[src/rtl/v74x139_3_decoder_pkg.sv]
// Shared constants and the select-to-one-cold mapping for the registered 2-to-4 decoder.
package v74x139_pkg;

    localparam int SEL_W = 2;
    localparam int OUT_W = 4;
    localparam logic [OUT_W-1:0] Y_IDLE = 4'b1111;

    function automatic logic [OUT_W-1:0] sel_to_one_cold(input logic [SEL_W-1:0] sel);
        logic [OUT_W-1:0] pattern;
        pattern = Y_IDLE;
        case (sel)
            2'd0:    pattern = 4'b1110;
            2'd1:    pattern = 4'b1101;
            2'd2:    pattern = 4'b1011;
            2'd3:    pattern = 4'b0111;
            default: pattern = Y_IDLE;
        endcase
        return pattern;
    endfunction

endpackage

[src/rtl/v74x139_3_decoder_if.sv]
// Enable, select and decoded-output bundle of one 74x139 decoder section.
interface v74x139_3_decoder_if;
    import v74x139_pkg::*;

    logic             g_l;
    logic             a;
    logic             b;
    logic [OUT_W-1:0] y_l;

    modport master (
        output g_l,
        output a,
        output b,
        input  y_l
    );

    modport slave (
        input  g_l,
        input  a,
        input  b,
        output y_l
    );

endinterface

[src/rtl/v74x139_3_decoder_dec2to4.sv]
// Combinational 2-to-4 decode with active-low enable; feeds the output register.
module v74x139_dec2to4
    import v74x139_pkg::*;
(
    input  logic             g_l,
    input  logic             a,
    input  logic             b,
    output logic [OUT_W-1:0] y_l_next
);

    always_comb begin
        y_l_next = Y_IDLE;
        if (!g_l) begin
            y_l_next = sel_to_one_cold({b, a});
        end
    end

endmodule

[src/rtl/v74x139_3_decoder.sv]
// Registered 2-to-4 decoder, active-low enable and outputs (one 74x139 section).
// Define V74X139_ONEHOT_CHECK_EN to compile in simulation-only output legality checks.
module v74x139_3_decoder
    import v74x139_pkg::*;
(
    input  logic                clk,
    input  logic                rst,
    v74x139_3_decoder_if.slave  dec
);

    logic [OUT_W-1:0] y_l_p0;
    logic [OUT_W-1:0] y_l_p1;

    v74x139_dec2to4 u_dec (
        .g_l      (dec.g_l),
        .a        (dec.a),
        .b        (dec.b),
        .y_l_next (y_l_p0)
    );

    // Stage p0 -> p1: outputs change only on the clock edge, so they never glitch.
    always_ff @(posedge clk or posedge rst) begin
        if (rst) begin
            y_l_p1 <= Y_IDLE;
        end else begin
            y_l_p1 <= y_l_p0;
        end
    end

    assign dec.y_l = y_l_p1;

`ifdef V74X139_ONEHOT_CHECK_EN
    logic g_l_p1;

    always_ff @(posedge clk or posedge rst) begin
        if (rst) begin
            g_l_p1 <= 1'b1;
        end else begin
            g_l_p1 <= dec.g_l;
        end
    end

    // Sampled before this edge's update, so y_l_p1 and g_l_p1 belong to the same decode.
    always @(posedge clk) begin
        if (!rst) begin
            if ($countones(~y_l_p1) > 1)
                $error("t=%0t y_l=%b has more than one active output", $time, y_l_p1);
            if (!g_l_p1 && $countones(~y_l_p1) != 1)
                $error("t=%0t y_l=%b enabled but not exactly one active output", $time, y_l_p1);
            if (g_l_p1 && y_l_p1 != Y_IDLE)
                $error("t=%0t y_l=%b disabled but not idle", $time, y_l_p1);
        end
    end
`else
`endif

endmodule

[src/flat_wrapper.sv]
// flat-port wrapper written by rule: the top's interface ports become plain ports
module v74x139_3_decoder_flat import v74x139_pkg::*;
  (clk, rst, dec_g_l, dec_a, dec_b, dec_y_l);
  v74x139_3_decoder_if dec_i ();
  input  logic clk;
  input  logic rst;
  input wire logic [$bits(dec_i.g_l)-1:0] dec_g_l;
  input wire logic [$bits(dec_i.a)-1:0] dec_a;
  input wire logic [$bits(dec_i.b)-1:0] dec_b;
  output wire logic [$bits(dec_i.y_l)-1:0] dec_y_l;
  assign dec_i.g_l = dec_g_l;
  assign dec_i.a = dec_a;
  assign dec_i.b = dec_b;
  assign dec_y_l = dec_i.y_l;
  v74x139_3_decoder u_core (.clk(clk), .rst(rst), .dec(dec_i));
endmodule
[config.mk]
export PLATFORM = sky130hd
export DESIGN_NAME = v74x139_3_decoder_flat
export DESIGN_NICKNAME = d
export VERILOG_FILES = /design/src/rtl/v74x139_3_decoder_pkg.sv /design/src/rtl/v74x139_3_decoder_if.sv /design/src/rtl/v74x139_3_decoder_dec2to4.sv /design/src/rtl/v74x139_3_decoder.sv /design/src/flat_wrapper.sv
export SDC_FILE = /design/constraint.sdc
export NUM_CORES = 1
export LEC_CHECK = 0
export CORE_AREA = 2 2 39 41
export CTS_BUF_LIST = sky130_fd_sc_hd__clkbuf_16
export DETAILED_ROUTE_END_ITERATION = 7
export DIE_AREA = 0 0 41 43
export SYNTH_ARGS = -nofsm -noshare
export SYNTH_HDL_FRONTEND = slang
export SYNTH_SLANG_ARGS = --single-unit
[constraint.sdc]
create_clock -name clk -period 1.25 [get_ports clk]
set_clock_uncertainty 0.05 [all_clocks]
set_input_delay 0.25 -clock clk [delete_from_list [all_inputs] [get_ports clk]]
set_output_delay 0.25 -clock clk [all_outputs]
set_load 0.02 [all_outputs]
==> impl_metrics.sql, run 1 <==
INSERT INTO impl_metrics (metric_group, metric, value, unit) VALUES
('setup_path', 'setup.worst_path.start_class', 'flip-flop', ''),
('yosys', 'synthesis.nets', '14', ''),
('layout', 'mostFrequentLayoutCells', '4 x sky130_fd_sc_hd__clkdlybuf4s50_1, 4 x sky130_fd_sc_hd__buf_2, 4 x sky130_fd_sc_hd__dfstp_2', ''),
('placement', 'io_buffers', '8', ''),
('yosys', 'dominant_combinational_cell_family_by_area_after_synthesis', 'simple AND/OR/NAND/NOR gates', ''),
('routing', 'drt_first_iter_violations', '0', ''),
('placement', 'dp_hpwl', '220.5', 'um'),
('yosys', 'syn_avg_cell_area', '15.57', 'um2'),
('hold_path', 'min-delay-path-class', 'in2async', ''),
('sta', 'minimum_setup_slack_in_the_final_design', '0.07423', 'ns'),
('sta', 'maxClockFrequency', '0.8505', 'GHz'),
('yosys', 'synth.yosys.seq_area_share', '75.00', '%'),
('placement', 'pre_cts_ws', '-0.1380', 'ns'),
('pwr', 'cellPowerDensity', '2268', 'nW/um2'),
('layout', 'fin_cells', '36', ''),
('routing', 'top_signal_layer_used', 'met4', ''),
('yosys', 'gate_count_post_synth', '9', ''),
('layout', 'flip_flop_count_of_the_largest_register_after_layout', '4', ''),
('placement', 'routabilityCongestion', '0.5228', ''),
('sta', 'timing_worst_slew_pin_value', '0.1332', 'ns'),
('pwr', 'leakagePower', '0.1187', 'nW'),
('yosys', 'yosys_warnings', '0', ''),
('global_route', 'via_count_of_the_first_global_routing_pass', '125', ''),
('cts', 'numCtsBuffers', '3', ''),
('cts', 'htreeDepth', '1', ''),
('yosys', 'synth-seq-cells', '4', ''),
('cts', 'ctsRootBufferMaster', 'sky130_fd_sc_hd__clkbuf_16', ''),
('layout', 'post_route_cells_drive_above_1_share', '55.00', '%'),
('setup_path', 'timing.setup.critical_path_class', 'reg2out', ''),
('yosys', 'synth_adder_area_share', '0', '%'),
('sta', 'worst_slew_margin_rel', '91.11', '%'),
('routing', 'drt_pre_antenna_iters', '1', ''),
('sta', 'final_worst_hold_slack', '0.3535', 'ns'),
('yosys', 'synth_top_area_cell', 'sky130_fd_sc_hd__dfstp_2', ''),
('pwr', 'irDropWorstVdd', '406.3', 'uV'),
('job', 'timing.max_cap.violations', '0', ''),
('sta', 'report.final.setup_viol', '0', ''),
('global_route', 'grt_util_all_layers', '5.533', '%'),
('routing', 'antenna_violating_nets_post_route', '0', ''),
('floorplanning', 'die_boundary_height', '43', 'um'),
('cts', 'numClockSinks', '4', ''),
('layout', 'fin_util', '21.34', '%'),
('routing', 'drt_wl_total', '299', 'um'),
('routing', 'route.detailed.drc', '0', ''),
('yosys', 'synth_compound_gate_area_share', '0', '%'),
('cts', 'cts_buffer_depth', '2', ''),
('floorplanning', 'die-width', '41', 'um'),
('cts', 'clock_tree_from_tritoncts', 'done', ''),
('status', 'outcome', 'finished, final reports clean', ''),
('setup_path', 'cpPeakStageDelay', '0.50', 'ns'),
('layout', 'nFillCells', '151', ''),
('setup_path', 'cp_max_fo', '1', ''),
('yosys', 'synth-simple-area-share', '22.32', '%'),
('yosys', 'yosys-mux-area-fraction', '0', '%'),
('cts', 'postCtsSetupBuffers', '0', ''),
('layout', 'total_number_of_nets_in_the_final_design', '27', ''),
('floorplanning', 'rows', '14', ''),
('layout', 'syn2layout_area_growth', '110.7', '%'),
('sta', 'post_route_fraction_of_the_period_consumed_by_the_critical_path', '94.06', '%'),
('routing', 'wl_met1', '88', 'um'),
('sta', 'rsz_0062_raised_after_global_routing', 'false', ''),
('setup_path', 'critical_path.top_delay_family', 'flip-flops', ''),
('cts', 'number_of_hold_buffers_added_after_cts', '0', ''),
('floorplanning', 'design.core.area', '1384', 'um2'),
('setup_path', 'cp_data_required_time', '0.95', 'ns'),
('floorplanning', 'initial_core_util', '10.13', '%'),
('sta', 'hold_violation_count_in_the_final_report', '0', ''),
('cts', 'clk_pin_slew_worst_paths', '0.03', 'ns'),
('setup_path', 'cp.buffers_inverters', '1', ''),
('setup_path', 'worst_path_max_delay_cell', 'sky130_fd_sc_hd__dfstp_2', ''),
('floorplanning', 'io_pins', '9', '');
-- power breakdown --
| group | switching (mW) | total [mW] | internal (mW) |
|---|---|---|---|
| combinational | 0.0155 | 0.0333 | 0.0178 |
| sequential | 0.000966 | 0.140 | 0.139 |
| clock | 0.0878 | 0.496 | 0.408 |
-- area by class of cell --
class	count	area [um2]	area share, %
inverters	1	3.754	1.271
multi-input cells	4	31.28	10.59
clock buffers	3	75.07	25.42
well taps	16	20.02	6.780
repair buffers	8	60.06	20.34
flip-flops and latches	4	105.1	35.59
-- what timing repair did --
action,4_1_cts,5_1_grt
endpoints found under the setup margin,4,0
gates resized for setup,16,0
endpoints found under the hold margin,0,0
-- path summary, 6_finish.rpt --
kind                                        startpoint                     endpoint  slack [ns]  cells after the start
min in group clk                                 dec_a  u_core.dec.y_l[3]$_DFF_PP1_        0.55                      2
max in group asynchronous                          rst  u_core.dec.y_l[0]$_DFF_PP1_        0.78                      2
worst min-delay path                               rst  u_core.dec.y_l[3]$_DFF_PP1_        0.35                      2
worst max-delay path       u_core.dec.y_l[2]$_DFF_PP1_                   dec_y_l[2]        0.07                      1
-- kinds of logic (layout without fill, tap and decap cells) --
family                 Yosys count  in the layout
buffers and inverters            1             12
flip-flops                       4              4
AND/OR/NAND/NOR                  4              4
-- Yosys cell counts (all sizes together) --
library cell and instances:
or3 1, or3b 2, inv 1, dfstp 4, nand3b 1
-- metrics by stage --
step	cell area (um2)	setup TNS [ns]
final	295.3	0
after global routing	295.3	0
after CTS	295.3	0
after detailed placement	240.2	-0.5476
after global placement	240.2	-0.5244
after floorplan	140.1	0
-- per-layer routing --
metal  GRT usage [%]  vias to the layer above
met4           10.00                        0
met2           5.313                       11
met3           7.330                        4
li1                -                       52
met5               0                        -
met1           2.913                       45
Power figures use the tool's default switching activity.
==> inputs of run 2 (changes only) <==
RECOVER_POWER = 25   (was default)
SYNTH_HIERARCHICAL = 1   (was default)
==> run 2 against run 1 <==
Against the previous run: die area stayed put; combinational power is 2% lower; fmax hardly changed; synthesized cell count stayed put; count of clock-buffer cells in the layout stayed put; critical path type unchanged; largest cell class unchanged.
==> impl_metrics.sql, run 2 <==
INSERT INTO impl_metrics (metric_group, metric, value, unit) VALUES
('cts', 'htreeDepth', '1', ''),
('yosys', 'synth-simple-area-share', '22.32', '%'),
('floorplanning', 'design.core.area', '1384', 'um2'),
('routing', 'vias', '114', ''),
('sta', 'slew_viol_final', '0', ''),
('yosys', 'synth_adder_area_share', '0', '%'),
('floorplanning', 'die_boundary_height', '43', 'um'),
('floorplanning', 'io_pins', '9', ''),
('sta', 'rsz_0062_raised_after_global_routing', 'false', ''),
('floorplanning', 'rows', '14', ''),
('sta', 'final.setup.tns', '0', 'ns'),
('setup_path', 'cp_max_fo', '1', ''),
('cts', 'ctsRootBufferMaster', 'sky130_fd_sc_hd__clkbuf_16', ''),
('sta', 'hold_violation_count_in_the_final_report', '0', ''),
('placement', 'routabilityCongestion', '0.5201', ''),
('yosys', 'post_synth_instance_area', '140.1', 'um2'),
('floorplanning', 'die-width', '41', 'um'),
('global_route', 'grt_pass1_wl', '462', 'um'),
('routing', 'drt_wl_total', '292', 'um'),
('setup_path', 'cp_data_required_time', '0.95', 'ns'),
('placement', 'dp_hpwl', '220.9', 'um'),
('yosys', 'yosys.cell_count.top_type', 'sky130_fd_sc_hd__dfstp_2', ''),
('yosys', 'synth_edf_count', '0', ''),
('yosys', 'top_reg_cell_synth', 'sky130_fd_sc_hd__dfstp_2', ''),
('placement', 'io_buffers', '8', ''),
('sta', 'maxClockFrequency', '0.8502', 'GHz'),
('pwr', 'cellPowerDensity', '2259', 'nW/um2'),
('floorplanning', 'die_area', '1763', 'um2'),
('cts', 'cts_buffer_depth', '2', ''),
('global_route', 'grt_antenna_before_repair', '0', ''),
('layout', 'mostFrequentLayoutCells', '4 x sky130_fd_sc_hd__buf_2, 4 x sky130_fd_sc_hd__dfstp_2, 3 x sky130_fd_sc_hd__clkbuf_16, 3 x sky130_fd_sc_hd__clkdlybuf4s50_1, 2 x sky130_fd_sc_hd__or3b_1', ''),
('yosys', 'yosys.cell_types.count', '5', ''),
('layout', 'total_number_of_nets_in_the_final_design', '27', ''),
('placement', 'post-place-cells', '33', ''),
('yosys', 'synthesis.nets', '14', ''),
('yosys', 'syn_avg_cell_area', '15.57', 'um2'),
('layout', 'post_route_cells_drive_above_1_share', '55.00', '%'),
('cts', 'clock_tree_from_tritoncts', 'done', ''),
('global_route', 'grt_util_all_layers', '5.136', '%'),
('sta', 'timing_worst_slew_pin_value', '0.1319', 'ns'),
('pwr', 'leakagePower', '0.1190', 'nW'),
('setup_path', 'setup.worst_path.start_class', 'flip-flop', ''),
('routing', 'post_drt_wl_per_cell', '8.111', 'um'),
('yosys', 'dominant_combinational_cell_family_by_area_after_synthesis', 'simple AND/OR/NAND/NOR gates', ''),
('setup_path', 'cpPeakStageDelay', '0.50', 'ns'),
('layout', 'flip_flop_count_of_the_largest_register_after_layout', '4', ''),
('yosys', 'synth_top_area_share', '75.00', '%'),
('pwr', 'irDropWorstVdd', '345.2', 'uV'),
('sta', 'report.final.setup_viol', '0', ''),
('setup_path', 'critical_path.top_delay_family', 'flip-flops', ''),
('layout', 'syn2layout_area_growth', '110.7', '%'),
('yosys', 'synth-seq-cells', '4', ''),
('routing', 'detail_route.vias_per_cell', '3.167', ''),
('sta', 'worst_slew_margin_rel', '91.20', '%'),
('cts', 'numCtsBuffers', '3', ''),
('yosys', 'synth_top_area_cell', 'sky130_fd_sc_hd__dfstp_2', ''),
('yosys', 'yosys_warnings', '6', ''),
('hold_path', 'min-delay-path-class', 'in2async', ''),
('global_route', 'globalRouteOverflowTotal', '0', ''),
('setup_path', 'cp_cell_sequence', 'buf_2', ''),
('yosys', 'synth.yosys.seq_area_share', '75.00', '%'),
('cts', 'cts-resized-gates', '16', ''),
('yosys', 'synth_compound_gate_area_share', '0', '%'),
('routing', 'route.detailed.drc', '0', ''),
('yosys', 'yosys.area_share.xor_xnor', '0', '%'),
('global_route', 'grt_start_max_net_pins', '5', ''),
('floorplanning', 'initial_core_util', '10.13', '%'),
('setup_path', 'critical_path.endpoint_type', 'primary output', ''),
('yosys', 'synth_top_cells_by_area', 'sky130_fd_sc_hd__dfstp_2 75%, sky130_fd_sc_hd__or3b_1 13%, sky130_fd_sc_hd__nand3b_1 5.4%, sky130_fd_sc_hd__or3_1 4.5%, sky130_fd_sc_hd__inv_1 2.7%', ''),
('yosys', 'yosys-top-cells-count', '4 x sky130_fd_sc_hd__dfstp_2, 2 x sky130_fd_sc_hd__or3b_1, 1 x sky130_fd_sc_hd__inv_1, 1 x sky130_fd_sc_hd__nand3b_1, 1 x sky130_fd_sc_hd__or3_1', ''),
('setup_path', 'timing.setup.critical_path_class', 'reg2out', ''),
('global_route', 'via_count_of_the_first_global_routing_pass', '111', ''),
('layout', 'antenna_diodes', '0', ''),
('job', 'timing.max_cap.violations', '0', ''),
('routing', 'antenna_violating_nets_post_route', '0', ''),
('sta', 'layout_min_cycle_time', '1.176', 'ns'),
('sta', 'post_route_fraction_of_the_period_consumed_by_the_critical_path', '94.10', '%'),
('yosys', 'synth_async_sr_flop_share', '100.0', '%'),
('yosys', 'yosys-mux-area-fraction', '0', '%'),
('cts', 'numClockSinks', '4', ''),
('cts', 'number_of_hold_buffers_added_after_cts', '0', ''),
('yosys', 'gate_count_post_synth', '9', ''),
('layout', 'fin_cells', '36', ''),
('setup_path', 'critPathArrivalTime', '0.88', 'ns'),
('cts', 'postCtsSetupBuffers', '0', ''),
('status', 'outcome', 'finished, final reports clean', ''),
('routing', 'drt_first_iter_violations', '1', ''),
('setup_path', 'cp.buffers_inverters', '1', ''),
('setup_path', 'worst_path_max_delay_cell', 'sky130_fd_sc_hd__dfstp_2', ''),
('routing', 'drt_pre_antenna_iters', '2', ''),
('cts', 'clk_pin_slew_worst_paths', '0.03', 'ns');
==> run 2: cell counts after synthesis <==
No cell type changed its count.
==> run 2: final cells by class <==
type                            count  area (um2)
Sequential cell                     4       105.1
Inverter                            1       3.754
Clock buffer                        3       75.07
Tap cell                           16       20.02
Fill cell                         142        1089
Multi-Input combinational cell      4       31.28
Timing Repair Buffer                8       60.06
==> run 2: worst paths after layout <==
check | start | end | slack [ns] | depth (start not counted)
worst max-delay path | u_core/dec.y_l[2]$_DFF_PP1_ | dec_y_l[2] | 0.07 | 1
worst min-delay path | rst | u_core/dec.y_l[3]$_DFF_PP1_ | 0.49 | 2
max in group asynchronous | rst | u_core/dec.y_l[0]$_DFF_PP1_ | 0.64 | 2
min in group clk | dec_a | u_core/dec.y_l[3]$_DFF_PP1_ | 0.55 | 2
==> run 2: through the flow <==
step           instance area, um2  power, mW  hold WS, ns  util, %  setup WS (ns)
3_5_place_dp                240.2     0.1803       0.5998    17.36        -0.1361
2_1_floorplan               140.1     0.1550       0.1552        -         0.3956
5_1_grt                     295.3     0.6979       0.5173    21.34        0.05092
4_1_cts                     295.3     0.6758       0.3571    21.34        0.06807
6_report                    295.3     0.6669       0.4885    21.34        0.07376
3_3_place_gp                240.2     0.1785       0.5758    17.36        -0.1322
==> run 2: metal layers <==
| metal | GRT usage [%] | up-vias | wire length (um) |
|---|---|---|---|
| met1 | 3.896 | 46 | 94 |
| li1 | - | 53 | - |
| met2 | 4.375 | 11 | 96 |
| met5 | 0 | - | 0 |
| met4 | 10.00 | 0 | 25 |
| met3 | 5.236 | 4 | 77 |
==> run 2: report_power, final <==
part | internal (mW) | total, mW | switching, mW
logic | 0.0171 | 0.0326 | 0.0155
clock network | 0.408 | 0.494 | 0.0859
registers | 0.139 | 0.140 | 0.000992
==> run 2: logic make-up after synthesis <==
family / Yosys count
buffers and inverters: 1
flip-flops: 4
AND/OR/NAND/NOR: 4
